$ cat src/rtl/life_board_engine.sv
// ---------------------------------------------------------------------------
// life_board_engine
//
// Holds a ROW x COL Game of Life board. The board is loaded or unloaded over
// a LANES-bit stream and, on a run request, advanced by a programmable number
// of generations at one generation per clock. Cell k = r*COL + c, with row 0
// and column 0 being the top-left cell.
//
// Parameters
//   ROW, COL : board dimensions (each >= 3)
//   LANES    : bits per stream beat (ROW*COL must be a multiple of LANES)
//   WRAP     : 0 = cells outside the board are dead, 1 = toroidal board
//
// Ports
//   clk            rising-edge clock
//   rst_n          asynchronous active-low reset
//   run            start request (rising edge only)
//   write_read_not stream direction, 1 = load, 0 = unload
//   strobe         one beat transfer request
//   gen_count      number of generations, sampled on the run rising edge
//   serial_in      load beat data
//   serial_out     unload beat data (registered)
//   out_valid      serial_out holds a new beat
//   busy           generation run in progress
//   done           one-cycle pulse when a run completes
//   board_empty    all board bits are 0 (combinational)
// ---------------------------------------------------------------------------
module life_board_engine #(
    parameter int ROW   = 4,
    parameter int COL   = 4,
    parameter int LANES = 1,
    parameter int WRAP  = 0
) (
    input  logic             clk,
    input  logic             rst_n,
    input  logic             run,
    input  logic             write_read_not,
    input  logic             strobe,
    input  logic [15:0]      gen_count,
    input  logic [LANES-1:0] serial_in,
    output logic [LANES-1:0] serial_out,
    output logic             out_valid,
    output logic             busy,
    output logic             done,
    output logic             board_empty
);

    localparam int N = ROW * COL;

    typedef enum logic {IDLE, STEP} state_t;

    state_t         state_reg;
    logic [N-1:0]   board_reg;
    logic [N-1:0]   board_next_gen;
    logic [N-1:0]   board_shifted;
    logic [N-1:0]   board_loaded;
    logic [15:0]    counter_reg;
    logic           run_q_reg;
    logic           start;

    assign start       = run & ~run_q_reg;
    assign board_empty = ~|board_reg;

    // Shift-right-by-one-beat views used by load and unload. Built with
    // shifts rather than part-selects so LANES == N stays legal.
    assign board_shifted = board_reg >> LANES;
    assign board_loaded  = board_shifted | (N'(serial_in) << (N - LANES));

    // Next generation: one combinational rule evaluator per cell.
    for (genvar gi = 0; gi < N; gi++) begin : g_cell
        localparam int R = gi / COL;
        localparam int C = gi % COL;

        logic [8:0] nb;
        logic [3:0] cnt;

        // Neighbour window is scanned as a 3x3 grid; slot 4 is the cell itself.
        for (genvar gj = 0; gj < 9; gj++) begin : g_nb
            localparam int RR = R + (gj / 3) - 1;
            localparam int CC = C + (gj % 3) - 1;
            localparam int RW = (RR + ROW) % ROW;
            localparam int CW = (CC + COL) % COL;
            localparam bit INSIDE = (RR >= 0) && (RR < ROW) && (CC >= 0) && (CC < COL);
            if (gj == 4) begin : g_self
                assign nb[gj] = 1'b0;
            end else if (INSIDE || (WRAP != 0)) begin : g_live
                assign nb[gj] = board_reg[RW*COL + CW];
            end else begin : g_dead
                assign nb[gj] = 1'b0;
            end
        end

        // At most 8 neighbours, so a 4-bit sum can never overflow.
        always_comb begin
            cnt = 4'd0;
            for (int j = 0; j < 9; j++) begin
                cnt = cnt + {3'b000, nb[j]};
            end
        end

        assign board_next_gen[gi] = (cnt == 4'd3) | (board_reg[gi] & (cnt == 4'd2));
    end

    always_ff @(posedge clk or negedge rst_n) begin
        if (!rst_n) begin
            state_reg   <= IDLE;
            board_reg   <= '0;
            counter_reg <= '0;
            run_q_reg   <= 1'b0;
            serial_out  <= '0;
            out_valid   <= 1'b0;
            busy        <= 1'b0;
            done        <= 1'b0;
        end else begin
            run_q_reg <= run;
            out_valid <= 1'b0;
            done      <= 1'b0;
            case (state_reg)
                IDLE: begin
                    // A start edge wins over a strobe in the same cycle.
                    if (start) begin
                        if (gen_count == 16'd0) begin
                            done <= 1'b1;
                        end else begin
                            counter_reg <= gen_count;
                            busy        <= 1'b1;
                            state_reg   <= STEP;
                        end
                    end else if (strobe) begin
                        if (write_read_not) begin
                            board_reg <= board_loaded;
                        end else begin
                            // Unload is destructive: zeros fill from the top.
                            serial_out <= board_reg[LANES-1:0];
                            out_valid  <= 1'b1;
                            board_reg  <= board_shifted;
                        end
                    end
                end
                STEP: begin
                    board_reg   <= board_next_gen;
                    counter_reg <= counter_reg - 16'd1;
                    if (counter_reg == 16'd1) begin
                        done      <= 1'b1;
                        busy      <= 1'b0;
                        state_reg <= IDLE;
                    end
                end
                default: state_reg <= IDLE;
            endcase
        end
    end

endmodule
$ cat config.mk
export PLATFORM = sky130hd
export DESIGN_NAME = life_board_engine
export DESIGN_NICKNAME = d
export VERILOG_FILES = /design/src/rtl/life_board_engine.sv
export SDC_FILE = /design/constraint.sdc
export NUM_CORES = 1
export LEC_CHECK = 0
export CAP_MARGIN = 25
export CORE_MARGIN = 3
export CORE_UTILIZATION = 50
export CTS_CLUSTER_SIZE = 40
export DETAILED_ROUTE_END_ITERATION = 6
export PLACE_DENSITY = 0.7
export SLEW_MARGIN = 30
export SYNTH_ARGS = -nofsm -noshare
export SYNTH_HDL_FRONTEND = slang
export SYNTH_SLANG_ARGS = --single-unit
$ cat constraint.sdc
create_clock -name clk -period 8.7 [get_ports clk]
set_input_delay 0.87 -clock clk [delete_from_list [all_inputs] [get_ports clk]]
set_output_delay 0.87 -clock clk [all_outputs]
set_load 0.02 [all_outputs]
==> reports/results.ini, run 1 <==
[status]
status = finished, final reports clean

[floorplan]
dieHeight_um = 89.6
core-area_um2 = 6570
rows = 29
start_util = 0.533
pin_count = 27
fp.dieW_um = 89.6
fp.dieArea_um2 = 8040

[sta]
rsz0062_at_grt = no
min_period_ps = 3530
worst_slew_pin_slew_ps = 782
tns_ps = 0
fin_skew_ps = 9.55
finalHoldViolations = 0
maxSlewViolCount = 0
timing.slew.headroom = 0.474
worst_slack_ps = 5170
setup_viol = 0
period_share = 0.406
max_freq_mhz = 283

[final_layout]
layout.nets = 471
area_growth_pct = 12.6
antenna_cells = 0
drive_gt1_frac = 0.0469

[critical_path]
end_kind = flop
cp.required_ps = 8850
cp_max_fo = 7
worst_ep_arrival_time_ps = 3690
worstSetupPathType = flop to flop
start_kind = flop

[pwr]
switching_share = 0.354
p_switching_uw = 198
seqPwrFrac = 0.487
internal_power_uw = 360
pwr-share-clk = 0.230
irDropWorstVdd_uv = 78.5
cellLeakagePower_uw = 0.00186
pwr-share-comb = 0.283
p_per_area_nw_per_um2 = 142

[global_route]
grt_max_degree = 51
antenna_found_initial = 0
grt_pass1_wl_um = 13500
grt-ovfl-total = 0
grt_pass1_vias = 2733
globalRouteTotalUtil = 0.221

[clock_network]
cts_hold_buf = 0
htreeDepth = 2
tritoncts = done
cts_resized = 0
worstSkewPairLatency_ps = 290
cts.sinks = 38
postCtsSetupBuffers = 0
clk_path_buf_depth = 2
clock_tree.root_cell = clkbuf_8
cts.clk_slew.worst_paths_ps = 80
numCtsBuffers = 5

[detailed_routing]
wl_met2_um = 3680
drt-met1-wl_um = 3920
antenna_left = 0
via_per_inst = 5.84
wl_um = 8100
drc = 0
top_layer_used = met4
vias = 2787
wl_met3_um = 414
post_drt_wl_per_cell_um = 17.0
drt_iter0_markers = 198
firstDrtPassIters = 5

[logic_synthesis]
synth_top_area_frac = 0.272
yosysSeqAreaShare = 0.272
ys.flop_type = dfrtp_1
syn_nets = 451
synth.most_common_cell = inv_1
syn-cell-area_um2 = 3500
ys_top_cells_by_count = inv_1 (56), dfrtp_1 (38), fa_1 (36), a21oi_1 (31), ha_1 (30)
synth-edff-count = 0
ys_warn_count = 0
ys_types = 48
synth-seq-cells = 38
synthArstFlopShare = 1.00
synth.area.top_cells = dfrtp_1 (27%), fa_1 (21%), ha_1 (11%)
yosysTopAreaCell = dfrtp_1
syn-mean-instance-area_um2 = 9.64
syn_inst = 363

[worst_hold_path]
hold_class = primary input to asynchronous set/reset pin

[placement]
gp_congestion = 0.828
io_buffers = 26
post-dp-hpwl_um = 6280
preCtsSetupSlack_ps = 5140

[job]
maxCapViolations = 0

[critical path, cell delays in order, from the launching register on]
cell	delay [ps]
dfrtp_1	570
inv_1	260
fa_1	580
fa_1	430
fa_1	490
inv_1	50
ha_1	200
fa_1	380
and3_1	180
o21ai_0	160
a221oi_1	100
[logic make-up after synthesis]
group / count (synthesis) / share of synthesized area
flops: 38 / 0.272
mux: 8 / 0.0243
compound gates: 81 / 0.156
buf+inv: 71 / 0.0765
fa+ha+maj: 66 / 0.313
simple gates: 91 / 0.138
xor+xnor: 8 / 0.0200
[per-layer routing]
metal,GRT usage,vias up
met2,0.333,88
met1,0.335,1383
met5,0,-
li1,-,1305
met4,0.0528,0
met3,0.0356,11
[placed cells by master, fill, tap and decap left out, drive strengths merged, types with 7 or more instances in the layout]
cell type | Yosys | routed
nor3 | 10 | 10
nor4 | 10 | 10
ha | 30 | 30
fa | 36 | 36
nand2 | 16 | 16
a21oi | 31 | 31
inv | 56 | 56
clkbuf | 12 | 7
nand3 | 7 | 7
clkdlybuf4s50 | 0 | 25
o21ai | 8 | 8
dfrtp | 38 | 38
nor2 | 19 | 19
[path summary, 6_finish.rpt]
kind | to | startpoint | slack [ps] | depth (start not counted)
max | board_reg[10]$_DFFE_PN0P_ | board_reg[6]$_DFFE_PN0P_ | 5170 | 10
min | counter_reg[13]$_DFFE_PN0P_ | rst_n | 500 | 1
max reg2reg | board_reg[10]$_DFFE_PN0P_ | board_reg[6]$_DFFE_PN0P_ | 5170 | 10
min reg2reg | busy$_DFFE_PN0P_ | busy$_DFFE_PN0P_ | 510 | 1
max in group asynchronous | serial_out$_DFFE_PN0P_ | rst_n | 7740 | 2
min in group clk | busy$_DFFE_PN0P_ | busy$_DFFE_PN0P_ | 510 | 1
[cell type report]
cell class,instances,area [um2]
fillers,566,2630
multi-input cells,254,2280
flip-flops and latches,38,951
repair buffers,28,290
inverters,56,210
well taps,93,116
clock buffers,7,86.3
clock inverters,1,5.00
[power groups by stage]
stage	combinational, uW	clock, uW	sequential [uW]
2_1_floorplan	123	0	257
3_3_place_gp	151	0	272
3_5_place_dp	156	0	275
4_1_cts	157	131	271
5_1_grt	178	138	281
6_report	158	128	272
[through the flow]
stage                     instance area, um2  std cells  hold WS [ps]  power (uW)  utilization
after floorplan                         3500        363           509         380            -
after CTS                               3910        476           518         558        0.596
after global placement                  3820        468           475         423        0.582
after detailed placement                3820        468           489         430        0.582
after global routing                    3940        477           520         597        0.600
final                                   3940        477           498         558        0.600
Note: power is estimated with default switching activity, not from simulation.
==> run 2, diff against run 1 <==
==> constraint.sdc (replaced) <==
create_clock -name clk -period 3.7 [get_ports clk]
set_input_delay 0.37 -clock clk [delete_from_list [all_inputs] [get_ports clk]]
set_output_delay 0.37 -clock clk [all_outputs]
set_load 0.02 [all_outputs]
==> run 2 against run 1 <==
Against the previous run:
- sequential share of layout area fell by 0.38 points
- die area stayed put
- maximum frequency up 4.4%
- hold slack got worse by 460 ps
- core utilization grew 0.97 points
- largest cell class unchanged
- highest routed layer unchanged
==> reports/results.ini, run 2 (synthesized netlist as in run 1, its figures left out) <==
[global_route]
grt_max_degree = 50  ; -2.0%
grt_pass1_wl_um = 13700  ; +0.98%
grt-ovfl-total = 0  ; unchanged
grt_pass1_vias = 2683  ; -1.8%
antenna_found_initial = 0  ; unchanged
globalRouteTotalUtil = 0.224  ; +0.00342

[detailed_routing]
drc = 0  ; unchanged
wl_um = 8270  ; +2.2%
vias = 2746  ; -1.5%
firstDrtPassIters = 4  ; -1
drt_iter0_markers = 155  ; -22%
post_drt_wl_per_cell_um = 17.2  ; +1.3%
antenna_left = 0  ; unchanged
via_per_inst = 5.71  ; -2.3%

[sta]
setup_viol = 0  ; unchanged
max_freq_mhz = 295  ; +4.4%
tns_ps = 0  ; unchanged
worst_slew_pin_slew_ps = 741  ; -41.8 ps
fin_skew_ps = 7.09  ; -2.46 ps
period_share = 0.915  ; +0.509
maxSlewViolCount = 0  ; unchanged
finalHoldViolations = 0  ; unchanged
min_period_ps = 3390  ; -148 ps
rsz0062_at_grt = no
timing.slew.headroom = 0.502  ; +0.0281

[floorplan]
rows = 29  ; unchanged
dieHeight_um = 89.6  ; unchanged
start_util = 0.533  ; unchanged
pin_count = 27  ; unchanged
fp.dieW_um = 89.6  ; unchanged
core-area_um2 = 6570  ; unchanged
fp.dieArea_um2 = 8040  ; unchanged

[pwr]
p_total_uw = 1460  ; +160%
cellLeakagePower_uw = 0.00190  ; +1.9%
irDropWorstVdd_uv = 253  ; +220%
p_per_area_nw_per_um2 = 365  ; +160%

[final_layout]
most-common-layout-cells = inv_1 (56), dfrtp_1 (38), fa_1 (36), a21oi_1 (31), ha_1 (30)
postLayoutCoreUtil = 0.609  ; +0.00972
antenna_cells = 0  ; unchanged
drive_gt1_frac = 0.0593  ; +0.0124
area_growth_pct = 14.4
final_common_cell = inv_1
layout.nets = 475  ; +0.85%

[clock_network]
cts_hold_buf = 0  ; unchanged
tritoncts = done
cts.sinks = 38  ; unchanged
clock_tree.root_cell = clkbuf_8
cts.clk_slew.worst_paths_ps = 80  ; about the same
clk_path_buf_depth = 2  ; unchanged
htreeDepth = 2  ; unchanged
postCtsSetupBuffers = 0  ; unchanged
numCtsBuffers = 5  ; unchanged
cts_resized = 0  ; unchanged
worstSkewPairLatency_ps = 290  ; about the same

[placement]
gp_congestion = 0.832  ; +0.52%
io_buffers = 26  ; unchanged
post-dp-hpwl_um = 6260  ; -0.18%

[critical_path]
cp_max_fo = 6  ; -1
cp.required_ps = 3850  ; -5000 ps
worstSetupPathType = flop to flop
worst_ep_arrival_time_ps = 3540  ; -150 ps
start_kind = flop
end_kind = flop

[job]
maxCapViolations = 0  ; unchanged

[worst_hold_path]
hold_class = primary input to asynchronous set/reset pin

[status]
status = finished, final reports clean

-- run 2: changes by cell type in the layout (fill, tap and decap cells not counted) --
| cell | delta |
|---|---|
| buf_2 | -1 |
| bufinv_16 | +2 |
| buf_4 | +6 |
| clkinv_2 | -1 |
| clkbuf_1 | -1 |
| buf_16 | -1 |
-- run 2: power breakdown --
group	leakage, uW	total [uW]	internal, uW	switching (uW)
clock	0.0000714	449	288	161
sequential	0.000489	640	506	134
combinational	0.00134	373	188	185
total	0.00190	1460	982	480
-- run 2: final timing paths --
check / endpoint / slack [ps] / start / depth (start not counted)
max: board_reg[10]$_DFFE_PN0P_ / 310 / board_reg[9]$_DFFE_PN0P_ / 10
max reg2reg: board_reg[10]$_DFFE_PN0P_ / 310 / board_reg[9]$_DFFE_PN0P_ / 10
min in group clk: busy$_DFFE_PN0P_ / 490 / busy$_DFFE_PN0P_ / 1
min reg2reg: busy$_DFFE_PN0P_ / 490 / busy$_DFFE_PN0P_ / 1
min: counter_reg[13]$_DFFE_PN0P_ / 40 / rst_n / 1
max in group asynchronous: board_reg[4]$_DFFE_PN0P_ / 3290 / rst_n / 1
-- run 2: area by class of cell --
type / instances / area (um2)
clock buffer: 6 / 82.6
clock inverter: 2 / 60.1
fill: 549 / 2560
inverter: 56 / 210
multi-input combinational: 254 / 2280
sequential: 38 / 951
tap: 93 / 116
timing repair buffer: 32 / 303
-- run 2: worst max-delay path, stage by stage (launching register included) --
cell and delay, ps:
dfrtp_1 460, inv_1 300, fa_1 490, fa_1 460
fa_1 490, inv_1 40, ha_1 200, fa_1 390
and3_1 170, o21ai_0 150, a221oi_1 90
-- run 2: through the flow --
step                      setup WS (ps)  cells  instance area (um2)  hold slack [ps]
after CTS                           306    481                 4000              232
after global routing               99.1    481                 4000             68.4
after floorplan                     409    363                 3500             74.4
final                               314    481                 4000             37.6
after global placement              368    473                 3860              470
after detailed placement            322    473                 3860              476
-- run 2: layer usage --
metal | GRT usage | vias up | routed length [um]
met4 | 0.0690 | 0 | 64
met2 | 0.318 | 75 | 3600
met1 | 0.344 | 1353 | 4000
met5 | 0 | - | 0
li1 | - | 1309 | -
met3 | 0.0456 | 9 | 600
==> variant (config.mk and constraints of run 2) <==
The parameter `ROW` goes from 4 to 5.
--- a/src/rtl/life_board_engine.sv
+++ b/src/rtl/life_board_engine.sv
@@ -28,3 +28,3 @@
 module life_board_engine #(
-    parameter int ROW   = 4,
+    parameter int ROW   = 5,
     parameter int COL   = 4,
Check against the original RTL: same outputs for any inputs over 4 cycles, from zero or initial values and one cycle with rst_n low; that may be too few to reach the edited logic, so the function may still have changed.
==> variant against run 2 <==
Sequential cell count rose by 4. Maximum frequency down 2.4%. Cell count rose by 12%. Total power is 14% lower. Setup slack worse by 0.084 ns. Wire length is 7.1% higher. Area after synthesis up 17%. Count of clock-buffer cells in the layout fell by 1. Final area increased by 15%.
==> variant: results (changes against run 2) <==
Status - finished, final reports clean
Pint - 825 uW (-16%)
Vias in the first global route - 3096 (+15%)
Synth Net Count - 514 (+14%)
Clk Latency, worst-skew pair - 0.31 ns (+0.02 ns)
Seq group - 651 uW (+2%)
Place WS - 0.217 ns (-0.104 ns)
Antenna viol nets, final - 0 (unchanged)
Total GRT Usage - 21.3% (-1.2 points)
DP Cell Count - 533 (+13%)
Global-route wire length before repair - 15400 um (+12%)
Initial antenna violation count - 0 (unchanged)
Total Routed Length - 8860 um (+7.1%)
Met1 wire length - 3950 um (-1.3%)
Critical path fanouts, max - 5 (-1)
Measured slew at the worst slew-check pin - 0.773 ns (+0.0319 ns)
RR Startpoint - board_reg[1]
Final clock skew - 0.0135 ns (+0.00642 ns)
Drt first-iter violations - 111 (-28%)
Fin worst setup slack - 0.229 ns (-0.0842 ns)
Min Hold Slack - 0.0545 ns (+0.0169 ns)
Synthesized instance count - 404 (+11%)
Top cells by area, synth - dfrtp_1 26%, fa_1 23%, ha_1 12%, inv_1 6.3%, mux2i_1 2.4%
Diode count - 0 (unchanged)
H-tree Lvls - 2 (unchanged)
Post-synth top cells - 69 x inv_1, 48 x fa_1, 42 x dfrtp_1, 40 x ha_1, 21 x nand2_1
Post-synthesis cell type count - 52 (+8.3%)
Critical path endpoint - board_reg[6]
Worst-case vdd ir drop - 0.132 mV (-48%)
Global placement routability congestion - 0.808 (-2.9%)
Num CTS Buffers - 5 (unchanged)
Post-DP HPWL - 6790 um (+8.4%)
Max FFs per register - 20
Clk pin slew, worst setup/hold paths - 0.10 ns (+0.02 ns)
DP Area - 4520 um2 (+17%)
Largest net degree at the start of global routing - 52 (+4.0%)
Metal3 WL - 287 um (-52%)
Layout Nets - 548 (+15%)
Reg2reg path depth - 11 (+1)
DR WL/cell - 16.4 um (-4.7%)
Max-slew violations - 0 (unchanged)
Share of post-route cells with drive strength above 1 - 7.52% (+1.6 points)
Detailed route wirelength on metal2 - 4580 um (+27%)
Comb pwr share - 22.9% (-2.6 points)
Worst path slowest cell - fa_1
Register area share after synthesis - 25.7% (-1.5 points)
GR Util met1 - 28.6% (-5.8 points)
Sw Share - 34.5% (+1.7 points)
GR Layer Usage met2 - 37.5% (+5.7 points)
Lkg Pwr - 0.00222 uW (+17%)
CP delay by family, top - adder cells
Vias - 2997 (+9.1%)
GRT met3 Usage - 2.71% (-1.9 points)
CP max stage delay - 0.58 ns (+0.09 ns)
Synth async-reset ratio - 100% (unchanged)
CP Data Arrival Time - 3.70 ns (+0.16 ns)
variant: changes by cell type after synthesis, moves of 5 or more:
cell / run 2 / this run
fa_1: 36 / 48
clkbuf_1: 12 / 3
a221o_1: 5 / 0
a21oi_1: 31 / 17
nor4_1: 9 / 3
inv_1: 56 / 69
o21ai_0: 5 / 13
nand2_1: 16 / 21
mux2i_1: 4 / 10
ha_1: 30 / 40
a221oi_1: 3 / 9
variant: kinds of logic after synthesis:
group	Yosys count	synth area share, %
AND/OR/NAND/NOR	92	12.5
XOR/XNOR	9	1.93
adder cells (fa/ha/maj)	88	35.7
buffers and inverters	81	7.70
AO/OA/AOI/OAI	79	13.2
flip-flops	42	25.7
multiplexers	13	3.27
variant: area by class of cell:
cell class,instances,area [um2]
Fill cell,695,3240
Inverter,70,263
Timing Repair Buffer,38,348
Sequential cell,42,1050
Tap cell,102,128
Clock inverter,3,21.3
Clock buffer,5,68.8
Multi-Input combinational cell,281,2730
